**config.mk**
```make
export PLATFORM = sky130hd
export DESIGN_NAME = inst_decoder
export DESIGN_NICKNAME = d
export VERILOG_FILES = /design/src/rtl/inst_decoder.sv
export SDC_FILE = /design/constraint.sdc
export NUM_CORES = 1
export LEC_CHECK = 0
export ABC_AREA = 1
export ABC_CLOCK_PERIOD_IN_PS = 8000
export CORE_MARGIN = 5
export CORE_UTILIZATION = 49
export CTS_BUF_LIST = sky130_fd_sc_hd__clkbuf_4 sky130_fd_sc_hd__clkbuf_8
export DETAILED_ROUTE_END_ITERATION = 8
export PLACE_DENSITY = 0.9
export RECOVER_POWER = 25
export SYNTH_ARGS = -nofsm -noshare
export SYNTH_HDL_FRONTEND = slang
export SYNTH_SLANG_ARGS = --single-unit
export TNS_END_PERCENT = 20
```
**constraint.sdc**
```tcl
create_clock -name clk -period 8 [get_ports clk]
set_input_delay 0.8 -clock clk [delete_from_list [all_inputs] [get_ports clk]]
set_output_delay 0.8 -clock clk [all_outputs]
set_load 0.005 [all_outputs]
```
**src/rtl/inst_decoder.sv**
```systemverilog
// RV32I instruction decoder with a two-entry skid buffer.
// Decodes R/I/S/B/LUI/AUIPC/JAL/CUSTOM0 and counts handshakes.
module inst_decoder #(
  parameter int XLEN  = 32,
  parameter int CNT_W = 32
) (
  input  logic             clk,
  input  logic             rst,
  input  logic             in_valid,
  output logic             in_ready,
  input  logic [31:0]      in_inst,
  input  logic [XLEN-1:0]  in_pc,
  input  logic             flush,
  output logic             out_valid,
  input  logic             out_ready,
  output logic [XLEN-1:0]  out_pc,
  output logic [2:0]       out_class,
  output logic [4:0]       out_rd,
  output logic [4:0]       out_rs1,
  output logic [4:0]       out_rs2,
  output logic [2:0]       out_funct3,
  output logic [6:0]       out_funct7,
  output logic [XLEN-1:0]  out_imm,
  output logic             out_illegal,
  output logic [CNT_W-1:0] decoded_cnt,
  output logic [CNT_W-1:0] illegal_cnt
);

  localparam logic [6:0] OP_R   = 7'b0110011;
  localparam logic [6:0] OP_I   = 7'b0010011;
  localparam logic [6:0] OP_S   = 7'b0100011;
  localparam logic [6:0] OP_B   = 7'b1100011;
  localparam logic [6:0] OP_LUI = 7'b0110111;
  localparam logic [6:0] OP_AUI = 7'b0010111;
  localparam logic [6:0] OP_JAL = 7'b1101111;
  localparam logic [6:0] OP_C0  = 7'b0001011;

  localparam logic [6:0] F7_ALT = 7'b0100000;

  typedef struct packed {
    logic [XLEN-1:0] pc;
    logic [2:0]      cls;
    logic [4:0]      rd;
    logic [4:0]      rs1;
    logic [4:0]      rs2;
    logic [2:0]      f3;
    logic [6:0]      f7;
    logic [XLEN-1:0] imm;
    logic            ill;
  } dec_t;

  logic [6:0] op;
  logic [2:0] f3;
  logic [6:0] f7;
  logic       is_r, is_i, is_s, is_b;
  logic       is_lui, is_aui, is_jal, is_c0;
  dec_t       dec;

  assign op = in_inst[6:0];
  assign f3 = in_inst[14:12];
  assign f7 = in_inst[31:25];

  assign is_r   = op == OP_R;
  assign is_i   = op == OP_I;
  assign is_s   = op == OP_S;
  assign is_b   = op == OP_B;
  assign is_lui = op == OP_LUI;
  assign is_aui = op == OP_AUI;
  assign is_jal = op == OP_JAL;
  assign is_c0  = op == OP_C0;

  always_comb begin
    dec     = '0;
    dec.pc  = in_pc;
    dec.rd  = in_inst[11:7];
    dec.rs1 = in_inst[19:15];
    dec.rs2 = in_inst[24:20];
    dec.f3  = f3;
    dec.f7  = f7;
    unique case (1'b1)
      is_r: begin
        dec.cls = 3'd0;
        dec.ill = !((f7 == 7'd0) ||
                    ((f7 == F7_ALT) &&
                     ((f3 == 3'b000) || (f3 == 3'b101))));
      end
      is_i: begin
        dec.cls = 3'd1;
        if (f3 == 3'b001) begin
          dec.imm = {27'b0, in_inst[24:20]};
          dec.ill = f7 != 7'd0;
        end else if (f3 == 3'b101) begin
          dec.imm = {27'b0, in_inst[24:20]};
          dec.ill = (f7 != 7'd0) && (f7 != F7_ALT);
        end else begin
          dec.imm = {{20{in_inst[31]}}, in_inst[31:20]};
        end
      end
      is_s: begin
        dec.cls = 3'd2;
        dec.imm = {{20{in_inst[31]}}, f7, in_inst[11:7]};
        dec.ill = f3 > 3'b010;
      end
      is_b: begin
        dec.cls = 3'd3;
        dec.imm = {{20{in_inst[31]}}, in_inst[7],
                   in_inst[30:25], in_inst[11:8], 1'b0};
        dec.ill = (f3 == 3'b010) || (f3 == 3'b011);
      end
      is_lui: begin
        dec.cls = 3'd4;
        dec.imm = {in_inst[31:12], 12'b0};
      end
      is_aui: begin
        dec.cls = 3'd5;
        dec.imm = {in_inst[31:12], 12'b0};
      end
      is_jal: begin
        dec.cls = 3'd6;
        dec.imm = {{12{in_inst[31]}}, in_inst[19:12],
                   in_inst[20], in_inst[30:21], 1'b0};
      end
      is_c0: begin
        dec.cls = 3'd7;
        dec.ill = f3 != 3'b000;
      end
      default: begin
        dec.ill = 1'b1;
      end
    endcase
  end

  dec_t o_q, k_q;
  logic o_v, k_v;
  logic accept, consume, load_o;

  assign in_ready = !k_v;
  assign accept   = in_valid && in_ready;
  assign consume  = o_v && out_ready;
  assign load_o   = !o_v || out_ready;

  // O refills from K first so order is kept; K only fills while O stalls
  always_ff @(posedge clk or posedge rst) begin
    if (rst) begin
      o_q <= '0;
      k_q <= '0;
      o_v <= 1'b0;
      k_v <= 1'b0;
    end else if (flush) begin
      o_q <= '0;
      k_q <= '0;
      o_v <= 1'b0;
      k_v <= 1'b0;
    end else if (load_o) begin
      if (k_v) begin
        o_q <= k_q;
        o_v <= 1'b1;
        k_v <= 1'b0;
      end else if (accept) begin
        o_q <= dec;
        o_v <= 1'b1;
      end else begin
        o_v <= 1'b0;
      end
    end else if (accept) begin
      k_q <= dec;
      k_v <= 1'b1;
    end
  end

  // counting ignores flush: a handshake in a flush cycle still happened
  always_ff @(posedge clk or posedge rst) begin
    if (rst) begin
      decoded_cnt <= '0;
      illegal_cnt <= '0;
    end else if (consume) begin
      decoded_cnt <= decoded_cnt + CNT_W'(1);
      if (o_q.ill)
        illegal_cnt <= illegal_cnt + CNT_W'(1);
    end
  end

  assign out_valid   = o_v;
  assign out_pc      = o_q.pc;
  assign out_class   = o_q.cls;
  assign out_rd      = o_q.rd;
  assign out_rs1     = o_q.rs1;
  assign out_rs2     = o_q.rs2;
  assign out_funct3  = o_q.f3;
  assign out_funct7  = o_q.f7;
  assign out_imm     = o_q.imm;
  assign out_illegal = o_q.ill;

endmodule

```
==> run_results.csv, run 1 <==
group,metric,value,unit
critical_path,r2r_slack,3780,ps
place,port_buffers,227,
critical_path,crit_start,"rst",
final_layout,layout-drive-gt1-share,6.25,%
clocking,clk_pin_slew,60,ps
critical_path,r2r_cells,5,
yosys,synth.area.top_cells,"dfrtp_1, nand2_1, o21ai_0, mux2i_1, inv_1",
drt,routed_via_density,5.47,
clocking,cts_resized,0,
timing,finalSetupTns,0,ps
critical_path,crit_arrival,5320,ps
timing,grt_setup_unrepaired,"false",
timing,maxSlewHeadroom,-232,%
critical_path,cp_max_fo,112,
global_route,grtUsageTotal,24.9,%
final_layout,area_delta_synth_final,28.2,%
timing,fin_hold_ws,479,ps
critical_path,end_kind,"asynchronous set/reset pin",
yosys,synth.avg_cell_area,8.94,sq um
timing,fin_crit_sh,60.0,%
run_status,outcome,"complete, but fails checks",
critical_path,slowest_stage,"clkinvlp_2",
yosys,synth_top_family_by_area,"simple AND/OR/NAND/NOR gates",
final_layout,fillers,1897,
timing,setup_viol,0,
floorplan,initial_utilization,49.7,%
clocking,cts_tree,"built",
global_route,grt_overflow,0,
critical_path,crit_type,"input port to asynchronous set/reset pin",
yosys,synthMuxAreaShare,3.69,%
global_route,grt_max_degree,113,
power_and_ir_drop,vdd_drop_max,0.0935,mV
floorplan,top_level_ports,228,
place,placed_cells,1797,
yosys,syn_area,11700,sq um
floorplan,fp-row-count,56,
yosys,synth_seq_cells,252,
timing,hold_viol_final,0,
timing,tightest_slew,4960,ps
power_and_ir_drop,finalPower,2.91,mW
clocking,cts_setup_buffers,0,
yosys,synth-xor-area-share,3.68,%
yosys,yosys.area_share.adder,0.215,%
critical_path,worstSetupEndpoint,"k_q[26]",
critical_path,cp_num_buf_inv,3,
floorplan,die_w,164,um
drt,finalWirelength,33.5,mm
timing,max_freq,208,MHz
timing,final.setup_skew,17.1,ps
yosys,synth_cell_types,37,
drt,firstDrtPassIters,7,
yosys,synth_compound_area_share,12.4,%
min_path,min_path_type,"register to register",
critical_path,cp_num_cells,3,
critical_path,required,8520,ps
place,dp_hpwl,23.2,mm
yosys,syn_inst,1304,
critical_path,r2r_start,"k_v",
timing,min_period,4800,ps
floorplan,dieArea,27000,sq um
clocking,cts_hold_buf,0,
floorplan,die-height,164,um
run_status,violations,"capacitance limit, slew limit",
drt,wl_per_cell,17.9,um
power_and_ir_drop,powerDensity,195,nW/um^2
clocking,cts_root_buffer,"clkbuf_8",
critical_path,cpPeakStageDelay,2770,ps
critical_path,start_kind,"input port",
critical_path,crit_chain,"dlygate4sd3_1 > clkinvlp_2 > buf_4",
global_route,grt_pass1_wl,53.9,mm
global_route,antenna_found_initial,0,
run,cap_violations,2,
power_and_ir_drop,leakagePower,6.98,nW
floorplan,core,23500,sq um
clocking,clk-insertion-delay-late,540,ps
clocking,clockBufferDepth,3,
drt,drc_errors,0,
place,place_congestion,0.993,
yosys,synth_area_leader_cell,"dfrtp_1",
clocking,cts.sinks,252,
yosys,synth.yosys.seq_area_share,54.1,%
final_layout,layoutNonFillerInstCount,1871,
final_layout,diodes,0,
drt,num_vias,10200,
clocking,cts_made_buffers,42,
clocking,htree_levels,2,
drt,drtAntennaViolNets,0,
critical_path,timing.rr.end,"k_q[27]",
critical_path,timing.critical_path.max_delay_family,"buffers and inverters",
global_route,grt_pass1_vias,10500,
yosys,synthSimpleGateAreaFrac,20.1,%
timing,drv_slew,179,
final_layout,final_util,63.7,%
yosys,syn-num-nets,1375,
drt,first_iter_violations,1027,
yosys,ys_warn_count,0,
yosys,yosysTopAreaCellShare,54.1,%
final_layout,finalNetCount,1593,
sequential cells by signal, summed over array words and instances, names as in the netlist:
| signal | flops |
|---|---|
| k_q | 93 |
| decoded_cnt | 32 |
| illegal_cnt | 32 |
| out_imm | 32 |
| out_pc | 32 |
| out_funct7 | 7 |
| out_rd | 5 |
| out_rs1 | 5 |
| out_rs2 | 5 |
| out_class | 3 |
| out_funct3 | 3 |
| k_v | 1 |
| out_illegal | 1 |
| out_valid | 1 |
worst min-delay path by stage:
stage,start,end,slack [ps],depth (start not counted)
final,out_pc[7],out_pc[7],480,2
after global routing,out_imm[20],out_imm[20],500,2
after CTS,out_imm[31],out_imm[31],480,2
after detailed placement,out_imm[13],out_imm[13],470,2
after global placement,k_q[60],k_q[60],460,2
after floorplan,k_q[60],k_q[60],450,2
per-stage QoR:
step / area [sq um] / worst slack [ps]
floorplan: 11700 / 272
global placement: 14100 / 4860
detailed placement: 14100 / 4740
CTS: 15100 / 4680
global route: 15000 / 2340
finish: 15000 / 3200
cell usage in the layout, fill, tap and decap left out, types with 2 or more instances in the layout:
| cell type | count |
|---|---|
| clkdlybuf4s50_1 | 224 |
| dlygate4sd3_1 | 3 |
| a22o_1 | 45 |
| inv_2 | 2 |
| mux2i_1 | 43 |
| xor2_1 | 31 |
| a22oi_1 | 4 |
| o21ai_0 | 132 |
| inv_1 | 104 |
| dfrtp_1 | 252 |
| buf_4 | 8 |
| clkbuf_8 | 55 |
| clkinv_2 | 2 |
| nor2_1 | 65 |
| nor4_1 | 2 |
| o21ai_1 | 10 |
| clkbuf_4 | 12 |
| nand3b_1 | 7 |
| o22ai_1 | 13 |
| nor2_2 | 2 |
| nor3_1 | 29 |
| nand4_1 | 15 |
| nand3_1 | 45 |
| clkinvlp_2 | 2 |
| nand2_2 | 4 |
| xnor2_1 | 18 |
| ha_1 | 2 |
| a21oi_1 | 42 |
| clkinvlp_4 | 3 |
| nand2_1 | 365 |
cell type report:
type	count	area (sq um)	area share (%)
sequential	252	6310	42.2
multi-input combinational	883	4590	30.7
timing repair buffer	235	2330	15.6
clock buffer	67	847	5.67
inverter	108	408	2.73
tap	319	399	2.67
clock inverter	7	71.3	0.477
synth_stat cells, drive strengths merged:
master / n
xnor2: 18
mux2i: 43
buf: 39
ha: 2
xor2: 31
nand4: 15
clkinv: 1
clkbuf: 22
o22ai: 13
nor2: 68
dfrtp: 252
nor3: 30
inv: 107
nand3b: 7
a22o: 45
and2: 1
and3: 1
a21o: 1
a21oi: 43
nand2: 369
nor4: 3
nand3: 46
o21ai: 142
o2bb2ai: 1
a22oi: 4
cells by family after synthesis:
logic type,Yosys count
compound gates,249
xor+xnor,49
fa+ha+maj,2
buf+inv,169
flops,252
mux,43
simple gates,540
worst register-to-register path, delay by kind of cell, from the launching register on:
kind                   cells  cell delay, ps
AOI/OAI and AO/OA          2             600
and+or+nand+nor            1             280
buffers and inverters      2            1230
DFF                        1            2010
power breakdown:
part / internal (mW) / switching, mW / leakage [nW]
Sequential: 1.33 / 0.0516 / 3.42
Clock: 0.704 / 0.513 / 0.478
Combinational: 0.149 / 0.164 / 3.08
Total: 2.18 / 0.729 / 6.98
routing by layer:
| metal | wire (um) | GRT usage [%] | part of all wire (%) | vias to the layer above |
|---|---|---|---|---|
| met3 | 3100 | 6.15 | 9.2 | 106 |
| met5 | 0 | 0 | 0 | - |
| met4 | 1450 | 11.0 | 4.3 | 0 |
| li1 | - | - | - | 4728 |
| met2 | 15900 | 40.8 | 48 | 502 |
| met1 | 13000 | 31.4 | 39 | 4905 |
No activity file was read; power rests on OpenSTA's default activity.
==> run 2, diff against run 1 <==
ABC_CLOCK_PERIOD_IN_PS = 4300   (was 8000)
clock period = 4.3 ns   (was 8 ns; I/O delays follow)
==> run 2 against run 1 <==
  * The run now ends clean
  * Critical path type is now register to primary output
  * Via count rose by 1.1%
  * Non-clock buffer count rose by 4
  * Sequential share of layout area fell by 0.60 points
  * Core utilization rose by 0.95 points
  * Global-route usage rose by 0.16 points
  * Combinational power rose by 89%
  * Critical endpoint is now in_ready
  * Sequential power rose by 86%
  * Flip-flop and latch count did not move
  * Clock skew rose by 2.1 ps
==> run_results.csv, run 2 (synthesized netlist as in run 1, its figures left out) <==
group,metric,value,unit
run_status,outcome,"complete, no violations",
floorplan,die_w,164,um
floorplan,initial_utilization,49.7,%
final_layout,finalNetCount,1598,
drt,firstDrtPassIters,6,
critical_path,crit_chain,"inv_1 > buf_4 > clkdlybuf4s50_1",
critical_path,crit_arrival,2500,ps
final_layout,top_register,"k_q",
timing,hold_viol_final,0,
global_route,grt_pass1_vias,10500,
run,cap_violations,0,
final_layout,area_delta_synth_final,30.1,%
clocking,clk-insertion-delay-late,550,ps
drt,drtAntennaViolNets,0,
floorplan,top_level_ports,228,
timing,max_freq,341,MHz
global_route,grt_max_degree,85,
critical_path,cpPeakStageDelay,740,ps
final_layout,largest_reg_flops,93,
floorplan,dieArea,27000,sq um
final_layout,final_common_cell,"nand2_1",
power_and_ir_drop,pwr-share-clk,43.5,%
critical_path,start_kind,"register",
power_and_ir_drop,powerDensity,368,nW/um^2
critical_path,required,3870,ps
power_and_ir_drop,p_int,4.18,mW
clocking,cts_root_buffer,"clkbuf_8",
drt,first_iter_violations,968,
power_and_ir_drop,pwr-share-seq,45.9,%
power_and_ir_drop,combPwrFrac,10.6,%
place,port_buffers,227,
critical_path,timing.critical_path.max_delay_family,"buffers and inverters",
clocking,cts_resized,0,
final_layout,layout-drive-gt1-share,7.62,%
power_and_ir_drop,p_switching,1.41,mW
timing,tightest_slew,1420,ps
clocking,cts_setup_buffers,0,
clocking,cts_tree,"built",
clocking,cts_hold_buf,0,
final_layout,fillers,1851,
clocking,cts_made_buffers,43,
timing,setup_viol,0,
drt,wl_per_cell,18.0,um
global_route,grtUsageTotal,25.1,%
drt,drc_errors,0,
drt,finalWirelength,33.9,mm
timing,drv_slew,0,
power_and_ir_drop,finalPower,5.59,mW
power_and_ir_drop,leakagePower,7.12,nW
clocking,clockBufferDepth,3,
timing,fin_crit_sh,68.1,%
clocking,htree_levels,2,
critical_path,end_kind,"primary output",
drt,num_vias,10400,
power_and_ir_drop,vdd_drop_max,0.226,mV
floorplan,die-height,164,um
power_and_ir_drop,swShare,25.2,%
timing,min_period,2930,ps
global_route,grt_overflow,0,
drt,wl_met3,3.20,mm
clocking,cts.sinks,252,
drt,top_layer,"met4",
critical_path,slowest_stage,"dfrtp_4",
timing,final.setup_skew,19.2,ps
drt,drt-met1-wl,13.2,mm
critical_path,cp_num_buf_inv,3,
floorplan,core,23500,sq um
drt,wl_met2,16.0,mm
global_route,grt_pass1_wl,54.3,mm
final_layout,most-common-layout-cells,"nand2_1, dfrtp_1, clkdlybuf4s50_1",
global_route,antenna_found_initial,0,
timing,maxSlewHeadroom,4.75,%
final_layout,diodes,0,
place,dp_hpwl,23.5,mm
drt,routed_via_density,5.51,
place,place_congestion,0.974,
min_path,min_path_type,"register to register",
timing,finalSetupTns,0,ps
clocking,clk_pin_slew,60,ps
critical_path,crit_type,"register to primary output",
critical_path,cp_max_fo,47,
floorplan,fp-row-count,56,
timing,grt_setup_unrepaired,"false",
## run 2: path summary, 6_finish.rpt
path / from / end / slack [ps] / cells after the start
worst min-delay path: out_imm[28] / out_imm[28] / 480 / 2
worst max register to register: k_v / out_imm[5] / 1790 / 6
worst max-delay path: k_v / in_ready / 1370 / 3
worst min register to register: out_imm[28] / out_imm[28] / 480 / 2
max in group asynchronous: rst / k_v / 2120 / 3
min in group asynchronous: rst / decoded_cnt[24] / 680 / 2
## run 2: cell type report
class	count	area, sq um	area share [%]
flip-flops and latches	252	6310	41.6
multi-input cells	883	4670	30.8
repair buffers	239	2400	15.8
clock buffers	70	888	5.85
inverters	108	408	2.69
well taps	319	399	2.63
clock inverters	9	101	0.668
## run 2: metal layers
metal / track usage (%) / vias up
met5: 0 / -
met2: 40.5 / 522
met1: 32.3 / 4988
li1: - / 4748
met3: 5.32 / 98
met4: 11.9 / 0
## run 2: tightest hold or removal path, cell delays in order (launching register included)
cell     delay, ps
dfrtp_1        340
nand2_1         60
nand2_1         50
## run 2: metrics by stage
stage	cells	utilization, %	area [sq um]	hold WS (ps)	setup slack (ps)
floorplan	1304	-	11700	448	554
global placement	1801	60.5	14200	461	1840
detailed placement	1801	60.5	14200	467	1780
CTS	1880	64.7	15200	349	1380
global route	1880	64.6	15200	501	1280
finish	1880	64.6	15200	481	1370
## run 2: power groups by stage
stage	clock network, mW	registers [mW]	logic [mW]
after floorplan	0	2.59	0.251
after global placement	0	2.60	0.579
after detailed placement	0	2.61	0.597
after CTS	2.46	2.57	0.600
after global routing	2.58	2.58	0.653
final	2.43	2.57	0.593
==> run 3, diff against run 2 <==
ABC_CLOCK_PERIOD_IN_PS = 2500   (was 4300)
clock period = 2.5 ns   (was 4.3 ns; I/O delays follow)
==> run 3 against run 2 <==
  * Die area stayed put
  * Largest power group unchanged
  * Register-to-register slack lost 1400 ps
  * Setup slack got worse by 1000 ps
  * Sequential share of layout area increased by 0.15 points
==> run_results.csv, run 3 (synthesized netlist as in run 1, its figures left out) <==
group,metric,value,unit
run_status,outcome,"complete, no violations",
timing,setup_viol,0,
critical_path,r2r_cells,10,
critical_path,r2r_slack,380,ps
clocking,clockBufferDepth,3,
clocking,cts_made_buffers,42,
clocking,cts_root_buffer,"clkbuf_8",
global_route,grt_overflow,0,
critical_path,timing.rr.end,"illegal_cnt[23]",
timing,tightest_slew,790,ps
timing,final.setup_skew,17.9,ps
final_layout,area_delta_synth_final,29.7,%
floorplan,dieArea,27000,sq um
drt,drtAntennaViolNets,0,
final_layout,final_util,64.4,%
final_layout,diodes,0,
drt,firstDrtPassIters,5,
place,dp_hpwl,23.9,mm
critical_path,cp_max_fo,21,
drt,wl_met2,15.8,mm
critical_path,path_common_cell,"dlygate4sd3_1",
final_layout,most-common-layout-cells,"nand2_1, dfrtp_1, clkdlybuf4s50_1",
timing,grt_setup_unrepaired,"false",
floorplan,die-height,164,um
clocking,clk-insertion-delay-late,540,ps
clocking,cts_resized,0,
floorplan,initial_utilization,49.7,%
drt,top_layer,"met5",
final_layout,finalNetCount,1612,
final_layout,largest_reg_flops,93,
power_and_ir_drop,powerDensity,600,nW/um^2
timing,max_freq,469,MHz
drt,routed_via_density,5.50,
global_route,grt_max_degree,102,
floorplan,die_w,164,um
global_route,grtUsageTotal,25.1,%
min_path,hold_end,"k_q[88]",
final_layout,top_register,"k_q",
min_path,min_path_type,"input port to register",
drt,wl_met3,3.13,mm
critical_path,end_kind,"asynchronous set/reset pin",
place,port_buffers,227,
critical_path,slowest_stage,"dlygate4sd3_1",
drt,num_vias,10400,
power_and_ir_drop,leakagePower,7.10,nW
floorplan,fp-row-count,56,
timing,maxSlewHeadroom,47.3,%
global_route,antenna_found_initial,2,
critical_path,cpPeakStageDelay,570,ps
critical_path,timing.critical_path.max_delay_family,"buffers and inverters",
drt,first_iter_violations,940,
final_layout,final_common_cell,"nand2_1",
timing,hold_viol_final,0,
drt,drt-met1-wl,13.4,mm
critical_path,crit_chain,"dlygate4sd3_1 > dlygate4sd3_1 > clkinvlp_2 > clkbuf_1 > clkbuf_2",
min_path,hp-start,"in_pc[27]",
critical_path,crit_arrival,2770,ps
critical_path,required,3140,ps
global_route,grt_pass1_wl,54.4,mm
min_path,hold_depth,3,
clocking,cts_tree,"built",
drt,finalWirelength,33.6,mm
clocking,cts.sinks,252,
clocking,cts_setup_buffers,0,
power_and_ir_drop,vdd_drop_max,0.335,mV
floorplan,core,23500,sq um
critical_path,crit_type,"input port to asynchronous set/reset pin",
timing,min_period,2130,ps
critical_path,cp_num_buf_inv,5,
timing,fin_ws,368,ps
drt,wl_per_cell,17.8,um
timing,drv_slew,0,
place,post-place-ws,346,ps
critical_path,r2r_start,"out_valid",
place,place_congestion,0.957,
clocking,htree_levels,2,
timing,fin_crit_sh,85.3,%
drt,drc_errors,0,
clocking,clk_pin_slew,60,ps
final_layout,layout-drive-gt1-share,7.54,%
run,cap_violations,0,
floorplan,top_level_ports,228,
critical_path,start_kind,"input port",
global_route,grt_pass1_vias,10500,
==> run 3: cell count changes in the layout (fill, tap and decap cells not counted) <==
| cell | delta |
|---|---|
| nand2_1 | +2 |
| clkbuf_1 | +1 |
| nor2_1 | +1 |
| clkbuf_8 | -6 |
| clkinvlp_4 | +1 |
| bufinv_16 | -2 |
| clkinv_2 | -4 |
| buf_12 | +1 |
| nor2_4 | -1 |
| dlygate4sd3_1 | +1 |
| clkbuf_2 | +4 |
| nand2_2 | -2 |
| buf_4 | +8 |
==> run 3: layer usage <==
layer / GRT usage, % / vias to the layer above
met5: 0 / -
met4: 9.95 / 4
met3: 5.95 / 96
met2: 40.7 / 509
met1: 32.9 / 4987
li1: - / 4769
==> run 3: tightest hold or removal path, delay by kind of cell <==
kind                   cells  cell delay [ps]
buffers and inverters      1              420
and+or+nand+nor            1               70
AOI/OAI and AO/OA          1               70
==> run 3: layout make-up <==
type	instances	area (sq um)
clock buffer	64	806
clock inverter	4	28.8
fill	1884	8350
inverter	108	408
multi-input combinational	883	4660
sequential	252	6310
tap	319	399
timing repair buffer	254	2510
==> run 3: worst max path at each step <==
stage | startpoint | end | cells after the start
finish | rst | out_rd[3] | 5
global route | out_valid | illegal_cnt[23] | 10
CTS | k_v | in_ready | 2
detailed placement | in_inst[4] | out_imm[30] | 10
global placement | in_inst[4] | out_imm[29] | 10
floorplan | rst | decoded_cnt[0] | 1
==> run 3: where the power goes <==
part	internal, mW	total, mW	leakage [nW]	switching [mW]
Combinational	0.499	1.04	3.24	0.542
Clock	2.04	3.62	0.438	1.58
Sequential	4.25	4.41	3.42	0.162
Total	6.79	9.07	7.10	2.29
==> run 3: what timing repair did <==
action	CTS	global route
endpoints found under the setup margin	0	0
hold endpoints to repair	5	0
hold buffers	1	0
==> run 3: metrics by stage <==
stage	power (mW)	setup TNS [ps]	std cells	hold slack (ps)	area, sq um
2_1_floorplan	4.88	-268550	1304	371	11700
3_3_place_gp	5.48	0	1815	465	14300
3_5_place_dp	5.52	0	1815	468	14300
4_1_cts	9.18	0	1884	286	15200
5_1_grt	9.51	0	1884	300	15100
6_report	9.07	0	1884	319	15100
